### src/rtl/capture_mc_pkg.sv
// capture_mc_pkg
//   Shared types for the multi-channel echo pulse-width capture block.
//   - chan_state_e : per-channel FSM state (DISARMED, IDLE, MEASURE)
//   - result_t     : one queued measurement {cnt, ovf, lost}. The cnt field
//                    is MAX_CNT_W wide. Users place their CNT_W-bit count in
//                    the low bits, so CNT_W must not exceed MAX_CNT_W.
//   - chan_idx_w() : width of a channel index, never less than 1 bit.
package capture_mc_pkg;

  localparam int MAX_CNT_W = 32;

  typedef enum logic [1:0] {
    DISARMED = 2'd0,
    IDLE     = 2'd1,
    MEASURE  = 2'd2
  } chan_state_e;

  typedef struct packed {
    logic [MAX_CNT_W-1:0] cnt;
    logic                 ovf;
    logic                 lost;
  } result_t;

  function automatic int chan_idx_w(input int num_ch);
    return (num_ch > 1) ? $clog2(num_ch) : 1;
  endfunction

endpackage

### src/rtl/capture_mc_chan.sv
// capture_mc_chan
//   One echo channel. It synchronises the asynchronous echo input, can
//   optionally deglitch it, and measures the high time with a saturating
//   counter. It holds a single result slot with pending and lost tracking.
//   Optional feature macro: CAPTURE_MC_DEGLITCH_EN. When this macro is
//   defined, a stability filter of DEGLITCH cycles sits between the
//   synchroniser and the FSM.
// Ports
//   clk, rst    : clock, asynchronous active-high reset
//   cap_i       : asynchronous echo input
//   chan_en_i   : arm enable. Low discards any measurement in progress.
//   grant_i     : the arbiter is taking result_o this cycle
//   pending_o   : result_o holds an unread measurement
//   result_o    : queued measurement {cnt, ovf, lost}
module capture_mc_chan
  import capture_mc_pkg::*;
#(
  parameter int CNT_W       = 16,
  parameter int SYNC_STAGES = 2,
  parameter int DEGLITCH    = 3
) (
  input  logic    clk,
  input  logic    rst,
  input  logic    cap_i,
  input  logic    chan_en_i,
  input  logic    grant_i,
  output logic    pending_o,
  output result_t result_o
);

  localparam logic [CNT_W-1:0] CNT_MAX = {CNT_W{1'b1}};

  logic [SYNC_STAGES-1:0] sync_q;
  // Fills with ones after reset. It marks when sync_q holds only real input
  // samples and none of the zeros that reset loaded.
  logic [SYNC_STAGES-1:0] sync_vld_q;
  logic                   s;
  logic                   lvl;    // level seen by the FSM
  logic                   quiet;  // input known to be low, so arming is safe

  chan_state_e      state_q;
  logic [CNT_W-1:0] cnt_q;
  logic             ovf_q;
  logic             pending_q;
  result_t          res_q;

  always_ff @(posedge clk or posedge rst) begin
    if (rst) begin
      sync_q     <= '0;
      sync_vld_q <= '0;
    end else begin
      sync_q     <= {sync_q[SYNC_STAGES-2:0], cap_i};
      sync_vld_q <= {sync_vld_q[SYNC_STAGES-2:0], 1'b1};
    end
  end

  assign s = sync_q[SYNC_STAGES-1];

`ifdef CAPTURE_MC_DEGLITCH_EN
  localparam int DG_W = $clog2(DEGLITCH + 1);

  logic            filt_q;
  logic [DG_W-1:0] stab_q;

  // filt_q follows s only after s has differed from it for DEGLITCH
  // consecutive cycles. Any return to agreement restarts the run.
  always_ff @(posedge clk or posedge rst) begin
    if (rst) begin
      filt_q <= 1'b0;
      stab_q <= '0;
    end else if (s != filt_q) begin
      if (stab_q == DG_W'(DEGLITCH - 1)) begin
        filt_q <= s;
        stab_q <= '0;
      end else begin
        stab_q <= stab_q + 1'b1;
      end
    end else begin
      stab_q <= '0;
    end
  end

  assign lvl   = filt_q;
  assign quiet = sync_vld_q[SYNC_STAGES-1] && !s && !filt_q && (stab_q == '0);
`else
  localparam int unused_deglitch = DEGLITCH;

  assign lvl   = s;
  assign quiet = sync_vld_q[SYNC_STAGES-1] && !s;
`endif

  // NOTE: every register below is assigned with <= so that all of them
  // update together from the pre-edge values. With that rule, a later
  // assignment in the block overrides an earlier one in the same cycle.
  // The grant clear of pending_q and a same-cycle new result depend on this.
  always_ff @(posedge clk or posedge rst) begin
    if (rst) begin
      state_q   <= DISARMED;
      cnt_q     <= '0;
      ovf_q     <= 1'b0;
      pending_q <= 1'b0;
      res_q     <= '0;
    end else begin
      if (grant_i) pending_q <= 1'b0;

      if (!chan_en_i) begin
        state_q <= DISARMED;
        cnt_q   <= '0;
        ovf_q   <= 1'b0;
      end else begin
        unique case (state_q)
          DISARMED: if (quiet) state_q <= IDLE;
          IDLE: begin
            if (lvl) begin
              state_q <= MEASURE;
              cnt_q   <= CNT_W'(1);
              ovf_q   <= 1'b0;
            end
          end
          MEASURE: begin
            if (lvl) begin
              if (cnt_q == CNT_MAX) ovf_q <= 1'b1;
              else                  cnt_q <= cnt_q + 1'b1;
            end else begin
              // When the old result is granted in this same cycle, it is
              // transferred and nothing is lost.
              res_q     <= '{cnt:  MAX_CNT_W'(cnt_q),
                             ovf:  ovf_q,
                             lost: pending_q && !grant_i};
              pending_q <= 1'b1;
              state_q   <= IDLE;
            end
          end
          default: state_q <= DISARMED;
        endcase
      end
    end
  end

  assign pending_o = pending_q;
  assign result_o  = res_q;

endmodule

### src/rtl/capture_mc.sv
// capture_mc
//   Multi-channel ultrasonic echo pulse-width capture. There are NUM_CH
//   independent channels. A round-robin arbiter drains them onto a single
//   registered valid/ready result stream.
//   Optional feature macro: CAPTURE_MC_DEGLITCH_EN. It enables a per-channel
//   stability filter of DEGLITCH cycles.
// Ports
//   clk, rst    : clock, asynchronous active-high reset
//   cap_signal  : asynchronous echo inputs, one per channel
//   chan_en     : per-channel arm enable
//   out_valid   : result available
//   out_ready   : consumer accepts the result
//   out_ch      : channel index of the result
//   out_cnt     : measured high time in clk cycles
//   out_ovf     : count saturated
//   out_lost    : an earlier unread result on this channel was overwritten
module capture_mc
  import capture_mc_pkg::*;
#(
  parameter int NUM_CH      = 4,
  parameter int CNT_W       = 16,
  parameter int SYNC_STAGES = 2,
  parameter int DEGLITCH    = 3
) (
  input  logic                          clk,
  input  logic                          rst,
  input  logic [NUM_CH-1:0]             cap_signal,
  input  logic [NUM_CH-1:0]             chan_en,
  output logic                          out_valid,
  input  logic                          out_ready,
  output logic [chan_idx_w(NUM_CH)-1:0] out_ch,
  output logic [CNT_W-1:0]              out_cnt,
  output logic                          out_ovf,
  output logic                          out_lost
);

  localparam int CH_W = chan_idx_w(NUM_CH);

  logic [NUM_CH-1:0] pending;
  logic [NUM_CH-1:0] grant;
  result_t           res [NUM_CH];

  for (genvar g = 0; g < NUM_CH; g++) begin : g_chan
    capture_mc_chan #(
      .CNT_W       (CNT_W),
      .SYNC_STAGES (SYNC_STAGES),
      .DEGLITCH    (DEGLITCH)
    ) u_chan (
      .clk       (clk),
      .rst       (rst),
      .cap_i     (cap_signal[g]),
      .chan_en_i (chan_en[g]),
      .grant_i   (grant[g]),
      .pending_o (pending[g]),
      .result_o  (res[g])
    );
  end

  logic            out_valid_q;
  logic [CH_W-1:0] out_ch_q;
  logic [CNT_W-1:0] out_cnt_q;
  logic            out_ovf_q;
  logic            out_lost_q;
  logic [CH_W-1:0] ptr_q;

  logic            advance;
  logic            found;
  logic [CH_W-1:0] gnt_idx;
  result_t         sel_res;

  // Round-robin search. It takes the first pending channel at or after
  // ptr_q. The output register can take a new result when it is empty or
  // when its current result is being accepted.
  // NOTE: every signal gets a default at the top of the always_comb block.
  // Any path that skipped an assignment would otherwise infer a latch.
  always_comb begin
    found   = 1'b0;
    gnt_idx = '0;
    grant   = '0;
    advance = !out_valid_q || out_ready;
    for (int k = 0; k < NUM_CH; k++) begin
      if (!found && pending[(int'(ptr_q) + k) % NUM_CH]) begin
        found   = 1'b1;
        gnt_idx = CH_W'((int'(ptr_q) + k) % NUM_CH);
      end
    end
    if (advance && found) grant[gnt_idx] = 1'b1;
  end

  assign sel_res = res[gnt_idx];

  // Count bits above CNT_W are always zero. This signal exists only so that
  // those bits are read.
  logic unused_cnt_hi;
  assign unused_cnt_hi = ^(sel_res.cnt >> CNT_W);

  always_ff @(posedge clk or posedge rst) begin
    if (rst) begin
      out_valid_q <= 1'b0;
      out_ch_q    <= '0;
      out_cnt_q   <= '0;
      out_ovf_q   <= 1'b0;
      out_lost_q  <= 1'b0;
      ptr_q       <= '0;
    end else if (advance) begin
      if (found) begin
        out_valid_q <= 1'b1;
        out_ch_q    <= gnt_idx;
        out_cnt_q   <= sel_res.cnt[CNT_W-1:0];
        out_ovf_q   <= sel_res.ovf;
        out_lost_q  <= sel_res.lost;
        ptr_q       <= (gnt_idx == CH_W'(NUM_CH - 1)) ? '0 : gnt_idx + 1'b1;
      end else begin
        out_valid_q <= 1'b0;
      end
    end
  end

  assign out_valid = out_valid_q;
  assign out_ch    = out_ch_q;
  assign out_cnt   = out_cnt_q;
  assign out_ovf   = out_ovf_q;
  assign out_lost  = out_lost_q;

endmodule

### config.mk
export PLATFORM = sky130hd
export DESIGN_NAME = capture_mc
export DESIGN_NICKNAME = d
export VERILOG_FILES = /design/src/rtl/capture_mc_pkg.sv /design/src/rtl/capture_mc_chan.sv /design/src/rtl/capture_mc.sv
export SDC_FILE = /design/constraint.sdc
export NUM_CORES = 1
export LEC_CHECK = 0
export BUFFER_PORTS_ARGS = -buffer_cell sky130_fd_sc_hd__buf_4
export CORE_ASPECT_RATIO = 1.75
export CORE_MARGIN = 5
export CORE_UTILIZATION = 25
export CTS_BUF_LIST = sky130_fd_sc_hd__clkbuf_8
export DETAILED_ROUTE_END_ITERATION = 10
export PLACE_DENSITY = 0.46
export SLEW_MARGIN = 20
export SYNTH_ARGS = -nofsm -noshare
export SYNTH_HDL_FRONTEND = slang
export SYNTH_HIERARCHICAL = 1
export SYNTH_SLANG_ARGS = --single-unit
### constraint.sdc
create_clock -name clk -period 2.6 [get_ports clk]
set_input_delay 0.39 -clock clk [delete_from_list [all_inputs] [get_ports clk]]
set_output_delay 0.39 -clock clk [all_outputs]
set_load 0.02 [all_outputs]
==> results of run 1 <==
## where the power goes
| group | switching (mW) | internal [mW] |
|---|---|---|
| sequential | 0.126 | 3.08 |
| clock | 1.22 | 0.820 |
| combinational | 0.847 | 0.531 |
| total | 2.19 | 4.44 |
## worst max-delay path by stage
stage / startpoint / end / slack [ps] / cells after the start
5_1_grt: g_chan[3].u_chan/cnt_q[0]$_DFFE_PP0P_ / g_chan[3].u_chan/cnt_q[0]$_DFFE_PP0P_ / 310 / 5
4_1_cts: g_chan[3].u_chan/cnt_q[0]$_DFFE_PP0P_ / g_chan[3].u_chan/cnt_q[0]$_DFFE_PP0P_ / 480 / 5
3_5_place_dp: g_chan[0].u_chan/pending_o$_DFF_PP0_ / out_cnt[7]$_DFFE_PP0P_ / 520 / 7
3_3_place_gp: g_chan[1].u_chan/cnt_q[0]$_DFFE_PP0P_ / g_chan[1].u_chan/cnt_q[0]$_DFFE_PP0P_ / 580 / 5
6_report: g_chan[3].u_chan/cnt_q[0]$_DFFE_PP0P_ / g_chan[3].u_chan/cnt_q[0]$_DFFE_PP0P_ / 490 / 5
2_1_floorplan: g_chan[0].u_chan/cnt_q[0]$_DFFE_PP0P_ / g_chan[0].u_chan/cnt_q[0]$_DFFE_PP0P_ / 610 / 7
## final cells by class
cell class / instances / share of cell area (%)
Antenna cell: 1 / 0.0228
Clock buffer: 18 / 2.26
Clock inverter: 14 / 1.38
Inverter: 17 / 0.582
Multi-Input combinational cell: 761 / 40.8
Sequential cell: 191 / 43.6
Tap cell: 485 / 5.54
Timing Repair Buffer: 82 / 5.84
## state kept, by name, indices dropped and copies added (netlist names)
signal                    cells
g_chan.u_chan/cnt_q          64
g_chan.u_chan/ovf_q           4
g_chan.u_chan/pending_o       4
g_chan.u_chan/result_o       72
g_chan.u_chan/state_q         8
g_chan.u_chan/sync_q          8
g_chan.u_chan/sync_vld_q      8
out_ch                        2
out_cnt                      16
out_lost                      1
out_ovf                       1
out_valid                     1
ptr_q                         2
## cell usage in the layout (no fill, tap or decap), types with 8 or more instances in the layout
| cell | n |
|---|---|
| nand2_1 | 322 |
| dfrtp_1 | 191 |
| buf_4 | 76 |
| nor2_1 | 39 |
| mux2i_1 | 36 |
| nand3_1 | 32 |
| o221ai_1 | 22 |
| a21oi_1 | 20 |
| o211ai_1 | 20 |
| a32oi_1 | 20 |
| nand4_1 | 20 |
| clkbuf_8 | 18 |
| or4_1 | 16 |
| nand2b_1 | 15 |
| inv_1 | 13 |
| and3_1 | 12 |
| o21ai_0 | 12 |
| a31oi_1 | 12 |
| o311ai_0 | 12 |
| nor3_1 | 12 |
| a211o_1 | 12 |
| and2_1 | 9 |
| nor3b_1 | 8 |
| nand4b_1 | 8 |
| nor4b_1 | 8 |
## worst max-delay path, stage by stage, from the launching register on
cell,delay [ps]
dfrtp_1,470
ha_1,210
nand3_1,180
or4_1,710
a221o_1,360
a21oi_2,120
## per-layer routing
layer	part of all wire, %	GRT usage, %
met2	56	25.2
met5	0	0
met3	2.7	2.38
met4	3.6	5.84
met1	38	13.8
## through the flow
step / power, mW / hold slack (ps) / setup slack, ps / utilization [%] / cell area, um^2
after floorplan: 4.34 / 331 / 614 / - / 9760
after global placement: 4.65 / 333 / 579 / 27.3 / 10500
after detailed placement: 4.67 / 336 / 523 / 27.3 / 10500
after CTS: 6.75 / 101 / 484 / 28.5 / 11000
after global routing: 6.96 / 121 / 307 / 28.5 / 11000
final: 6.63 / 150 / 493 / 28.5 / 11000
==> results.tsv, run 1 <==
metric	value	unit
area_growth	12.4	%
p_per_area	605	nW/um^2
worstSkewPairLatency	500	ps
dp_hpwl	21100	um
cap_violations	0	
r2r-end	g_chan[3].u_chan/cnt_q[0]$_DFFE_PP0P_	
cts_root_buf	clkbuf_8	
ant_nets	0	
multi_input_area	4470	um^2
drc	0	
wl	28400	um
seqCellArea	4780	um^2
wire_per_inst	18.1	um
rows	95	
grt_max_degree	43	
antenna_found_initial	1	
cts-resized-gates	0	
critPathKind	flop to flop	
cts.clk_slew.worst_paths	110	ps
fin_crit_sh	81.0	%
slew-limit-headroom	52.1	%
crit_fanout	8	
fillerInstances	4165	
routed_via_density	5.01	
drive_above_1_share	12.0	%
r2r_setup_slack	490	ps
avgSynthCellArea	9.20	um^2
cts.sink_count	191	
postCtsHoldBufs	5	
dr.first_iter.drc_count	513	
r2r_cells	5	
tightest_slew	710	ps
htree_num_levels	4	
start_util	25.3	%
coreArea	38500	um^2
grt_pass1_vias	7921	
ys_warn_count	6	
synth_area	9760	um^2
hp-start	out_ready	
fin_nets	1086	
worstPathRequired	3020	ps
post_cts_buffers	0	
place_congestion	0.789	
rsz0062_at_grt	false	
syn_inst	1060	
outcome	finished clean	
first_pass_iters	5	
hold_class	input pin to flop	
clock_skew	17.5	ps
portBuffers	31	
cts_tree	done	
grt_pass1_wl	45500	um
crit_arrival	2530	ps
p_leak	5.16	nW
holdPathEnd	out_valid$_DFFE_PP0P_	
end_kind	flop	
numCtsBuffers	17	
die-area	43200	um^2
setup_violations	0	
peakVddDrop	0.258	mV
grt_usage	13.1	%
min_path_cells	4	
cts_buffer_depth	2	
min_period	2110	ps
final_max_slew_viol_count	0	
tns	0	ps
syn_nets	1076	
die_height	271	um
reg2reg_from	g_chan[3].u_chan/cnt_q[0]$_DFFE_PP0P_	
dp.cells	1531	
die_x	159	um
vias	7858	
pin_count	32	
grt_overflow	0	
fin_cells	1569	
start_kind	flop	
finalHoldViolations	0	
timing.fmax	0.475	GHz
Power figures use the tool's default switching activity.
==> inputs of run 2 (changes only) <==
==> constraint.sdc (replaced) <==
create_clock -name clk -period 2.1 [get_ports clk]
set_input_delay 0.315 -clock clk [delete_from_list [all_inputs] [get_ports clk]]
set_output_delay 0.315 -clock clk [all_outputs]
set_load 0.02 [all_outputs]
==> run 2 against run 1 <==
Clock-buffer cell count did not move; cell count is 3.3% higher; critical endpoint unchanged; global-route usage up 0.12 points; first-iteration DRC count down 18%; die area unchanged; routed wire length is 1.7% higher; final area increased by 3.4%; register-to-register slack worse by 370 ps; clock skew down 2.4 ps; sequential cell count did not move; sequential share of layout area down 1.4 points.
==> results.tsv, run 2 (synthesis results as in run 1) <==
metric	value	unit	change
die_height	271	um	unchanged
min_period	1980	ps	was 2110 ps
post_cts_buffers	0		unchanged
clock_skew	15.1	ps	was 17.5 ps
crit_slowest_cell	or4_1		unchanged
drive_above_1_share	16.0	%	was 12.0%
crit_arrival	2400	ps	was 2530 ps
die-area	43200	um^2	unchanged
p_per_area	725	nW/um^2	was 605 nW/um^2
grt_usage	13.3	%	was 13.1%
cts-resized-gates	0		unchanged
fin_crit_sh	94.1	%	was 81.0%
final_cell_mix	322 x nand2_1, 191 x dfrtp_1, 127 x buf_4		was 322 x nand2_1, 191 x dfrtp_1, 76 x buf_4
peakVddDrop	0.513	mV	was 0.258 mV
outcome	finished clean		unchanged
grt_pass1_vias	8124		was 7921
dp.cells	1583		was 1531
cts_buffer_depth	2		unchanged
p_int	5.48	mW	was 4.44 mW
place_ws	156	ps	was 523 ps
mostFrequentLayoutCell	nand2_1		unchanged
p_leak	5.42	nW	was 5.16 nW
start_util	25.3	%	unchanged
ant_nets	0		unchanged
first_pass_iters	5		unchanged
setup.worst_path.start	g_chan[3].u_chan/cnt_q[12]$_DFFE_PP0P_		was g_chan[3].u_chan/cnt_q[0]$_DFFE_PP0P_
die_x	159	um	unchanged
largest_reg_flops	72		unchanged
fillerInstances	4147		was 4165
cap_violations	0		unchanged
tns	0	ps	unchanged
dr.first_iter.drc_count	422		was 513
numCtsBuffers	17		unchanged
antenna_found_initial	1		unchanged
coreArea	38500	um^2	unchanged
power.switching	2.74	mW	was 2.19 mW
worstPathRequired	2520	ps	was 3020 ps
postCtsHoldBufs	5		unchanged
vias	8157		was 7858
grt_overflow	0		unchanged
cts_root_buf	clkbuf_8		unchanged
dp_hpwl	21800	um	was 21100 um
end_kind	flop		unchanged
pin_count	32		unchanged
hold_class	input pin to flop		unchanged
timing.fmax	0.506	GHz	was 0.475 GHz
place_congestion	0.803		was 0.789
rows	95		unchanged
critPathKind	flop to flop		unchanged
setup_violations	0		unchanged
pwr-share-comb	22.7	%	was 20.8%
area_growth	16.2	%	was 12.4%
htree_num_levels	4		unchanged
routed_via_density	5.03		was 5.01
fin_nets	1138		was 1086
clkPwrFrac	29.2	%	was 30.8%
drc	0		unchanged
grt_pass1_wl	45700	um	was 45500 um
wire_per_inst	17.8	um	was 18.1 um
final_max_slew_viol_count	0		unchanged
cts_tree	done		unchanged
crit_fanout	8		unchanged
tightest_slew	705	ps	was 710 ps
cts.clk_slew.worst_paths	110	ps	about the same
setup_slack	125	ps	was 493 ps
power_frac_seq	48.1	%	was 48.4%
wl	28900	um	was 28400 um
finalHoldViolations	0		unchanged
slew-limit-headroom	53.0	%	was 52.1%
rsz0062_at_grt	false		unchanged
cp_num_buf_inv	0		unchanged
start_kind	flop		unchanged
critPathMaxStageDelay	730	ps	was 710 ps
sw_frac_of_total	33.3	%	was 33.1%
worstSkewPairLatency	510	ps	was 500 ps
crit_path_cell_trace	nand4_4 -> or4_1 -> a221o_1 -> a21oi_2		was ha_1 -> nand3_1 -> or4_1 -> a221o_1 -> a21oi_2
portBuffers	31		unchanged
fin_cells	1621		was 1569
reg2reg_from	g_chan[3].u_chan/cnt_q[12]$_DFFE_PP0P_		was g_chan[3].u_chan/cnt_q[0]$_DFFE_PP0P_
fin_util	29.4	%	was 28.5%
hp-start	out_ready		unchanged
cp_top_family	simple AND/OR/NAND/NOR gates		unchanged
grt_max_degree	43		unchanged
cts.sink_count	191		unchanged
==> run 2: cell types whose count changed in the layout (fill, tap and decap cells not counted) <==
cell        change
buf_12          +1
buf_4          +51
bufinv_16       -1
clkinv_1        -1
clkinv_4        -2
clkinv_8        -1
clkinvlp_4      +2
inv_1           +1
inv_2           +1
inv_6           -2
inv_8           +3
==> run 2: worst paths after layout <==
| check | to | slack [ps] | cells past startpoint |
|---|---|---|---|
| setup / recovery | g_chan[3].u_chan/cnt_q[0]$_DFFE_PP0P_ | 120 | 4 |
| hold / removal | out_valid$_DFFE_PP0P_ | 70 | 4 |
| setup reg to reg | g_chan[3].u_chan/cnt_q[0]$_DFFE_PP0P_ | 120 | 4 |
| hold reg to reg | g_chan[0].u_chan/sync_q[1]$_DFF_PP0_ | 350 | 0 |
| max in group asynchronous | g_chan[3].u_chan/cnt_q[0]$_DFFE_PP0P_ | 1020 | 4 |
| min in group asynchronous | g_chan[0].u_chan/result_o[10]$_DFFE_PP0P_ | 370 | 3 |
==> run 2: layer usage <==
metal  GRT usage (%)  up-vias  part of all wire, %
met3            2.38       52                  2.3
met2            25.1      141                   55
met1            13.9     4063                   38
met4            6.58        0                  4.3
met5               0        -                    0
li1                -     3901                    -
==> run 2: worst reg2reg max path: cells and delay by family, from the launching register on <==
kind / cells / cell delay (ps)
flip-flops: 1 / 520
AND/OR/NAND/NOR: 2 / 900
AO/OA/AOI/OAI: 2 / 480
==> run 2: metrics by stage <==
stage | hold WS [ps] | power [mW] | instance area, um^2
floorplan | 317 | 5.37 | 9760
global placement | 331 | 5.91 | 10900
detailed placement | 336 | 5.92 | 10900
CTS | 20.5 | 8.38 | 11300
global route | 44.6 | 8.65 | 11300
finish | 69.9 | 8.22 | 11300
==> run 2: final cells by class <==
type	count	area [um^2]	share of cell area [%]
multi-input combinational	761	4470	39.4
timing repair buffer	134	1040	9.21
antenna	1	2.50	0.0221
tap	485	607	5.35
clock inverter	14	123	1.08
clock buffer	18	248	2.19
sequential	191	4780	42.2
inverter	17	63.8	0.563
==> run 2: power by group through the flow <==
stage,logic (mW),clock network [mW],registers [mW]
6_report,1.87,2.40,3.95
5_1_grt,2.03,2.65,3.98
4_1_cts,1.90,2.52,3.96
3_5_place_dp,1.89,0,4.03
3_3_place_gp,1.88,0,4.03
2_1_floorplan,1.34,0,4.04
